`src/rtl/drc_pkg.sv`:
```
// Shared types, widths and tree-PLRU helpers for the tag/data array update stage.
package drc_pkg;

    localparam int unsigned DATA_W      = 272;
    localparam int unsigned SCRUB_CNT_W = 16;
    localparam int unsigned SYND_W      = 32;
    localparam int unsigned ERR_W       = 8;
    localparam int unsigned STAT_W      = 32;

    typedef enum logic [1:0] {
        OP_NONE,
        OP_WR,
        OP_ECC,
        OP_RD
    } req_op_e;

    typedef enum logic [1:0] {
        IDLE,
        FLUSH,
        DONE
    } upd_state_e;

    // bit 0 root, bit 1 selects within ways 0/1, bit 2 within ways 2/3
    typedef logic [2:0] plru_t;

    // Point every node on the path away from the touched way
    function automatic plru_t plru_touch(plru_t p, logic [1:0] w);
        plru_t r;
        r    = p;
        r[0] = ~w[1];
        if (!w[1]) begin
            r[1] = ~w[0];
        end else begin
            r[2] = ~w[0];
        end
        return r;
    endfunction

    function automatic logic [1:0] plru_victim(plru_t p);
        return p[0] ? {1'b1, p[2]} : {1'b0, p[1]};
    endfunction

endpackage

```
`src/rtl/drc_plru.sv`:
```
// Per-set tree-PLRU storage. Updates land one cycle late, so reads bypass the
// pending update to always see post-update state for back-to-back same-set ops.
module drc_plru
    import drc_pkg::*;
#(
    parameter int unsigned IDX_SIZE = 4
) (
    input  logic                clk,
    input  logic                rst,
    input  logic [IDX_SIZE-1:0] idx,
    input  logic                touch_en,
    input  logic [1:0]          touch_way,
    input  logic                clear_en,
    output logic [1:0]          victim_c
);

    localparam int unsigned SETS = 2 ** IDX_SIZE;

    plru_t               mem_q [SETS];
    logic                pend_vld_q;
    logic [IDX_SIZE-1:0] pend_idx_q;
    plru_t               pend_bits_q;
    plru_t               cur_c;
    plru_t               new_c;

    always_comb begin
        cur_c    = mem_q[idx];
        if (pend_vld_q && (pend_idx_q == idx)) begin
            cur_c = pend_bits_q;
        end
        new_c    = clear_en ? plru_t'(0) : plru_touch(cur_c, touch_way);
        victim_c = plru_victim(cur_c);
    end

    always_ff @(posedge clk or posedge rst) begin
        if (rst) begin
            for (int i = 0; i < SETS; i++) begin
                mem_q[i] <= '0;
            end
            pend_vld_q  <= 1'b0;
            pend_idx_q  <= '0;
            pend_bits_q <= '0;
        end else begin
            if (pend_vld_q) begin
                mem_q[pend_idx_q] <= pend_bits_q;
            end
            pend_vld_q <= touch_en || clear_en;
            if (touch_en || clear_en) begin
                pend_idx_q  <= idx;
                pend_bits_q <= new_c;
            end
        end
    end

endmodule

```
`src/rtl/drc_update_ctrl.sv`:
```
// Array write-command stage: host write/allocate, ECC scrub writeback, read-miss
// pulse, and full-array invalidate sweep. Optional hit/miss stats: DRC_UPD_STATS_EN.
module drc_update_ctrl
    import drc_pkg::*;
#(
    parameter int unsigned N_WAY     = 4,
    parameter int unsigned TAG_SIZE  = 20,
    parameter int unsigned IDX_SIZE  = 4,
    parameter int unsigned WAY_WIDTH = 2
) (
    input  logic                   clk,
    input  logic                   rst,
    input  logic [TAG_SIZE-1:0]    tag_i,
    input  logic [IDX_SIZE-1:0]    index_i,
    input  logic [DATA_W-1:0]      data_i,
    input  logic [SYND_W-1:0]      syndrome_i,
    input  logic [ERR_W-1:0]       err_i,
    input  logic                   hit_i,
    input  logic [WAY_WIDTH-1:0]   hit_way_i,
    input  logic                   we_i,
    input  logic                   ecc_i,
    input  logic                   rd_i,
    input  logic                   flush_i,
    output logic                   busy_o,
    output logic                   wr_en_o,
    output logic [WAY_WIDTH-1:0]   wr_way_o,
    output logic [IDX_SIZE-1:0]    wr_index_o,
    output logic [TAG_SIZE:0]      wr_tag_o,
    output logic [DATA_W-1:0]      wr_data_o,
    output logic                   wr_data_en_o,
    output logic                   miss_o,
    output logic [SCRUB_CNT_W-1:0] scrub_cnt_o,
    output logic [SYND_W-1:0]      last_syndrome_o
`ifdef DRC_UPD_STATS_EN
    ,
    output logic [STAT_W-1:0]      hit_cnt_o,
    output logic [STAT_W-1:0]      miss_cnt_o
`endif
);

    localparam int unsigned FLUSH_W = IDX_SIZE + WAY_WIDTH;
    localparam logic [FLUSH_W-1:0] FLUSH_LAST = '1;

    if (N_WAY != 4 || WAY_WIDTH != 2) begin : g_bad_cfg
        $error("drc_update_ctrl: tree-PLRU supports only N_WAY=4, WAY_WIDTH=2");
    end

    upd_state_e             state_q, state_nxt;
    logic [FLUSH_W-1:0]     flush_cnt_q, flush_cnt_nxt;
    req_op_e                op_c;

    logic                   busy_nxt, wr_en_nxt, wr_data_en_nxt, miss_nxt;
    logic [WAY_WIDTH-1:0]   wr_way_nxt;
    logic [IDX_SIZE-1:0]    wr_index_nxt;
    logic [TAG_SIZE:0]      wr_tag_nxt;
    logic [DATA_W-1:0]      wr_data_nxt;
    logic [SCRUB_CNT_W-1:0] scrub_cnt_nxt;
    logic [SYND_W-1:0]      last_syndrome_nxt;

    logic [IDX_SIZE-1:0]    plru_idx_c;
    logic                   plru_touch_c, plru_clear_c;
    logic [1:0]             plru_way_c, victim_c;

    drc_plru #(.IDX_SIZE(IDX_SIZE)) u_plru (
        .clk       (clk),
        .rst       (rst),
        .idx       (plru_idx_c),
        .touch_en  (plru_touch_c),
        .touch_way (plru_way_c),
        .clear_en  (plru_clear_c),
        .victim_c  (victim_c)
    );

    // Request arbitration, command build and flush sequencing
    always_comb begin
        state_nxt         = state_q;
        flush_cnt_nxt     = flush_cnt_q;
        op_c              = OP_NONE;
        busy_nxt          = 1'b0;
        wr_en_nxt         = 1'b0;
        wr_way_nxt        = '0;
        wr_index_nxt      = '0;
        wr_tag_nxt        = '0;
        wr_data_nxt       = '0;
        wr_data_en_nxt    = 1'b0;
        miss_nxt          = 1'b0;
        scrub_cnt_nxt     = scrub_cnt_o;
        last_syndrome_nxt = last_syndrome_o;
        plru_idx_c        = index_i;
        plru_touch_c      = 1'b0;
        plru_clear_c      = 1'b0;
        plru_way_c        = 2'(hit_way_i);

        if (state_q != FLUSH) begin
            if (we_i) begin
                op_c = OP_WR;
            end else if (ecc_i) begin
                op_c = OP_ECC;
            end else if (rd_i) begin
                op_c = OP_RD;
            end
        end

        case (op_c)
            OP_WR: begin
                plru_way_c     = hit_i ? 2'(hit_way_i) : victim_c;
                plru_touch_c   = 1'b1;
                wr_en_nxt      = 1'b1;
                wr_way_nxt     = WAY_WIDTH'(plru_way_c);
                wr_index_nxt   = index_i;
                wr_tag_nxt     = {1'b1, tag_i};
                wr_data_nxt    = data_i;
                wr_data_en_nxt = 1'b1;
            end
            OP_ECC: begin
                if (hit_i && (|err_i)) begin
                    wr_en_nxt         = 1'b1;
                    wr_way_nxt        = hit_way_i;
                    wr_index_nxt      = index_i;
                    wr_tag_nxt        = {1'b1, tag_i};
                    wr_data_nxt       = data_i;
                    wr_data_en_nxt    = 1'b1;
                    last_syndrome_nxt = syndrome_i;
                    if (scrub_cnt_o != '1) begin
                        scrub_cnt_nxt = scrub_cnt_o + SCRUB_CNT_W'(1);
                    end
                end
            end
            OP_RD: begin
                plru_touch_c = hit_i;
                miss_nxt     = !hit_i;
            end
            default: ;
        endcase

        case (state_q)
            IDLE, DONE: begin
                state_nxt = IDLE;
                if (flush_i) begin
                    state_nxt     = FLUSH;
                    flush_cnt_nxt = '0;
                    busy_nxt      = 1'b1;
                end
            end
            FLUSH: begin
                // Invalidate one {set, way} per cycle, ways fastest
                wr_en_nxt      = 1'b1;
                wr_way_nxt     = flush_cnt_q[WAY_WIDTH-1:0];
                wr_index_nxt   = flush_cnt_q[FLUSH_W-1:WAY_WIDTH];
                plru_idx_c     = flush_cnt_q[FLUSH_W-1:WAY_WIDTH];
                plru_clear_c   = 1'b1;
                flush_cnt_nxt  = flush_cnt_q + FLUSH_W'(1);
                busy_nxt       = (flush_cnt_q != FLUSH_LAST);
                if (flush_cnt_q == FLUSH_LAST) begin
                    state_nxt = DONE;
                end
            end
            default: state_nxt = IDLE;
        endcase
    end

    always_ff @(posedge clk or posedge rst) begin
        if (rst) begin
            state_q         <= IDLE;
            flush_cnt_q     <= '0;
            busy_o          <= 1'b0;
            wr_en_o         <= 1'b0;
            wr_way_o        <= '0;
            wr_index_o      <= '0;
            wr_tag_o        <= '0;
            wr_data_o       <= '0;
            wr_data_en_o    <= 1'b0;
            miss_o          <= 1'b0;
            scrub_cnt_o     <= '0;
            last_syndrome_o <= '0;
        end else begin
            state_q         <= state_nxt;
            flush_cnt_q     <= flush_cnt_nxt;
            busy_o          <= busy_nxt;
            wr_en_o         <= wr_en_nxt;
            wr_way_o        <= wr_way_nxt;
            wr_index_o      <= wr_index_nxt;
            wr_tag_o        <= wr_tag_nxt;
            wr_data_o       <= wr_data_nxt;
            wr_data_en_o    <= wr_data_en_nxt;
            miss_o          <= miss_nxt;
            scrub_cnt_o     <= scrub_cnt_nxt;
            last_syndrome_o <= last_syndrome_nxt;
        end
    end

`ifdef DRC_UPD_STATS_EN
    logic host_hit_c, host_miss_c, flush_start_c;

    always_comb begin
        host_hit_c    = ((op_c == OP_WR) || (op_c == OP_RD)) && hit_i;
        host_miss_c   = ((op_c == OP_WR) || (op_c == OP_RD)) && !hit_i;
        flush_start_c = (state_q != FLUSH) && flush_i;
    end

    always_ff @(posedge clk or posedge rst) begin
        if (rst) begin
            hit_cnt_o  <= '0;
            miss_cnt_o <= '0;
        end else if (flush_start_c) begin
            hit_cnt_o  <= '0;
            miss_cnt_o <= '0;
        end else begin
            if (host_hit_c) begin
                hit_cnt_o <= hit_cnt_o + STAT_W'(1);
            end
            if (host_miss_c) begin
                miss_cnt_o <= miss_cnt_o + STAT_W'(1);
            end
        end
    end
`endif

    // Upstream must not present requests while the sweep owns the arrays
    a_no_req_when_busy: assert property (@(posedge clk) disable iff (rst)
        busy_o |-> !(we_i || ecc_i || rd_i))
        else $error("drc_update_ctrl: request while busy_o, dropped");

endmodule

```
`config.mk`:
```
export PLATFORM = sky130hd
export DESIGN_NAME = drc_update_ctrl
export DESIGN_NICKNAME = d
export VERILOG_FILES = /design/src/rtl/drc_pkg.sv /design/src/rtl/drc_plru.sv /design/src/rtl/drc_update_ctrl.sv
export SDC_FILE = /design/constraint.sdc
export NUM_CORES = 1
export LEC_CHECK = 0
export ABC_AREA = 1
export BUFFER_PORTS_ARGS = -buffer_cell sky130_fd_sc_hd__buf_2
export CAP_MARGIN = 20
export CELL_PAD_IN_SITES_DETAIL_PLACEMENT = 2
export CELL_PAD_IN_SITES_GLOBAL_PLACEMENT = 2
export CORE_AREA = 10 10 264 266
export DETAILED_ROUTE_END_ITERATION = 6
export DIE_AREA = 0 0 274 276
export GPL_ROUTABILITY_DRIVEN = 0
export MAX_ROUTING_LAYER = met4
export PLACE_DENSITY_LB_ADDON = 0.1
export SLEW_MARGIN = 20
export SYNTH_ARGS = -nofsm -noshare
export SYNTH_HDL_FRONTEND = slang
export SYNTH_SLANG_ARGS = --single-unit
```
`constraint.sdc`:
```
create_clock -name clk -period 35 [get_ports clk]
set_input_delay 3.5 -clock clk [delete_from_list [all_inputs] [get_ports clk]]
set_output_delay 3.5 -clock clk [all_outputs]
set_load 0.02 [all_outputs]
```
==> flow_summary.ini <==
[outcome]
status = finished, final reports clean

[detailed_routing]
vias = 13320
firstDrtPassIters = 4
viasPerCell = 4.097
wl_met2_mm = 38.90
wl_per_cell_um = 22.74
drt_drc_violations_left = 0
dr.first_iter.drc_count = 566
totalWireLength_mm = 73.94
wl_met3_mm = 7.017
routed.top_layer = met4
wl_met1_mm = 25.87
ant_nets = 0

[global_route]
grt_pass1_vias = 15080
grt_usage_pct = 19.77
antenna_found_initial = 38
grt_max_degree = 128
overflow = 0
grt_pass1_wl_mm = 106.6

[placement]
place_inst = 3136
pre_cts_ws_ns = 27.98
dp_hpwl_mm = 58.60
port_buffers = 695

[power]
switchingPower_mw = 0.3046
p_per_area_mw_per_mm2 = 52.61
p_leak_nw = 13.39
swShare_pct = 26.90
clkPwrFrac_pct = 44.8
power.share.sequential_pct = 43.6
p_int_mw = 0.8279
ir_drop_uv = 32.44
p_comb_share_pct = 11.5

[hold_path]
hold_class = reg2reg
hold-path-endpoint = last_syndrome_o[22]
hold_depth = 2
hp-start = last_syndrome_o[22]

[die]
io_pins = 696
core_mm2 = 0.06412
die_w_um = 274
rows = 93
initial_core_util_pct = 24.16
fp.dieH_um = 276
die_area_mm2 = 0.07562

[synthesis]
ys_seq_area_share_pct = 66.89
synth_fp_nets = 1980
yosysWarnings = 0
synth_ff_type = dfrtp_1
synthArstFlopShare_pct = 100.0
synth_area_mm2 = 0.01549
synth_top_area_cell = dfrtp_1
avgSynthCellArea_um2 = 9.501
post_synth_num_cell_types = 33
yosys_register_bits = 414
synth_edf_count = 0
synthTopCellsByArea = dfrtp_1 (67%), inv_1 (9.0%), nor2_1 (8.3%), nand2_1 (5.9%), nand3_1 (2.1%)
synth_cells = 1630
yosysMostFrequentCell = dfrtp_1
yosysTopAreaCellShare_pct = 66.89
synthTopCellsByCount = dfrtp_1 (414), inv_1 (370), nor2_1 (343)

[timing]
setup_ws_ns = 28.60
min_period_ns = 6.400
max_slew.worst_pin.slew_ns = 1.055
finalCritPeriodShare_pct = 18.29
max_freq_mhz = 156.3
fin_setup_tns_ns = 0
hold_ws_ns = 0.4675
final_max_slew_viol_count = 0
slew_headroom_pct = 29.63
finClkSkew_ns = 0.02433
hold_viol = 0
rsz0062_at_grt = no
setup_viol = 0

[finish]
drive_gt1_share_pct = 34.33
area_growth_pct = 38.99
final_nets = 2684
stdcell_count = 3251
postLayoutCoreUtil_pct = 33.57

[setup_path]
ff2ff_setup_slack_ns = 30.97
crit_path_max_incr_delay_ns = 0.89
path_class = in2reg
critPathSlowestCell = buf_4
crit_path_max_fanout = 127
cp_top_family = buffers and inverters
crit_chain = buf_2, o21ai_0, nand2_1, ha_1, inv_1, nor2_2, inv_2, a21oi_1, inv_8, buf_4, nor2_1
crit_buf_inv = 5
worstReg2RegEnd = wr_data_o[50]
arrival_ns = 6.82
cp.required_ns = 35.42
crit_start = ecc_i
cp-start-kind = primary input
cp-end-kind = flip-flop
r2r_cells = 11
reg2reg_from = state_q[1]

[cts]
cts_buffers = 51
clk_latency_ns = 0.60
ctsResizeCount = 0
cts_hold_buf = 0
clk_pin_slew_ns = 0.06
cts_root_buffer = clkbuf_16
cts_buffer_depth = 3
numClockSinks = 414
cts_setup_buffers = 0
cts_tree = built
cts_max_level = 2

[flow_run]
maxCapViolations = 0
metrics by stage:
stage,power [mW],instance area (µm²)
detailed placement,0.6375,19870
global placement,0.6344,19870
global route,1.191,21530
finish,1.133,21530
floorplan,0.5844,15490
CTS,1.157,21460
worst max-delay path by stage:
stage / cells after the start / end / slack [ns]
floorplan: 1 / busy_o / 19.98
global placement: 12 / wr_data_o[25] / 27.99
detailed placement: 11 / wr_data_o[50] / 27.98
CTS: 11 / wr_data_o[194] / 28.59
global route: 12 / wr_data_o[22] / 28.19
finish: 11 / wr_data_o[50] / 28.60
final cells by class:
class	count	area, µm²
Sequential cell	414	10360
Multi-Input combinational cell	788	3471
Antenna cell	28	70.07
Clock inverter	11	77.57
Inverter	376	1428
Fill cell	7287	42590
Timing Repair Buffer	703	3538
Clock buffer	76	1511
Tap cell	855	1070
power groups by stage:
| stage | Clock [mW] | Sequential, mW | Combinational (mW) |
|---|---|---|---|
| 6_report | 0.508 | 0.494 | 0.131 |
| 5_1_grt | 0.545 | 0.495 | 0.151 |
| 4_1_cts | 0.528 | 0.494 | 0.135 |
| 3_5_place_dp | 0 | 0.503 | 0.135 |
| 3_3_place_gp | 0 | 0.502 | 0.132 |
| 2_1_floorplan | 0 | 0.507 | 0.0772 |
routing by layer:
layer | track usage, % | up-vias
li1 | - | 6166
met1 | 19.65 | 6592
met2 | 34.75 | 449
met3 | 7.927 | 113
met4 | 6.309 | 0
met5 | - | -
registers in the layout, summed over array words and instances (netlist names):
name	count
busy_o	1
flush_cnt_q	6
last_syndrome_o	32
miss_o	1
scrub_cnt_o	16
state_q	2
u_plru.mem_q	48
u_plru.pend_bits_q	3
u_plru.pend_idx_q	4
u_plru.pend_vld_q	1
wr_data_en_o	1
wr_data_o	272
wr_en_o	1
wr_index_o	4
wr_tag_o	20
wr_way_o	2
cell families after synthesis:
group,synth area share [%]
and+or+nand+nor,18.51
buffers and inverters,10.70
DFF,66.89
AOI/OAI and AO/OA,2.706
xor gates and xnor gates,0.7917
adders and majority gates,0.4039
layout by cell type, fill, tap and decap left out, types with 2 or more instances in the layout:
cell type / count
a21oi_1: 15
buf_2: 695
buf_4: 8
clkbuf_1: 12
clkbuf_16: 52
clkbuf_8: 12
clkinv_2: 8
dfrtp_1: 414
diode_2: 28
ha_1: 5
inv_1: 369
inv_2: 4
inv_6: 2
inv_8: 2
nand2_1: 244
nand2_2: 10
nand3_1: 66
nand3_2: 8
nand3b_1: 3
nand4_1: 7
nor2_1: 343
nor3_1: 4
nor4_1: 3
o21ai_0: 51
o21ai_1: 2
o21ai_4: 3
o22ai_1: 2
xnor2_1: 7
xor2_1: 7
worst reg2reg max path: stages, from the launching register on:
cell,delay (ns)
dfrtp_1,0.46
inv_2,0.08
nand2_2,0.26
nand2_1,0.16
ha_1,0.22
inv_1,0.06
nor2_2,0.05
inv_2,0.43
a21oi_1,0.32
inv_8,0.59
buf_4,1.04
nor2_1,0.21
Power figures use the tool's default switching activity.
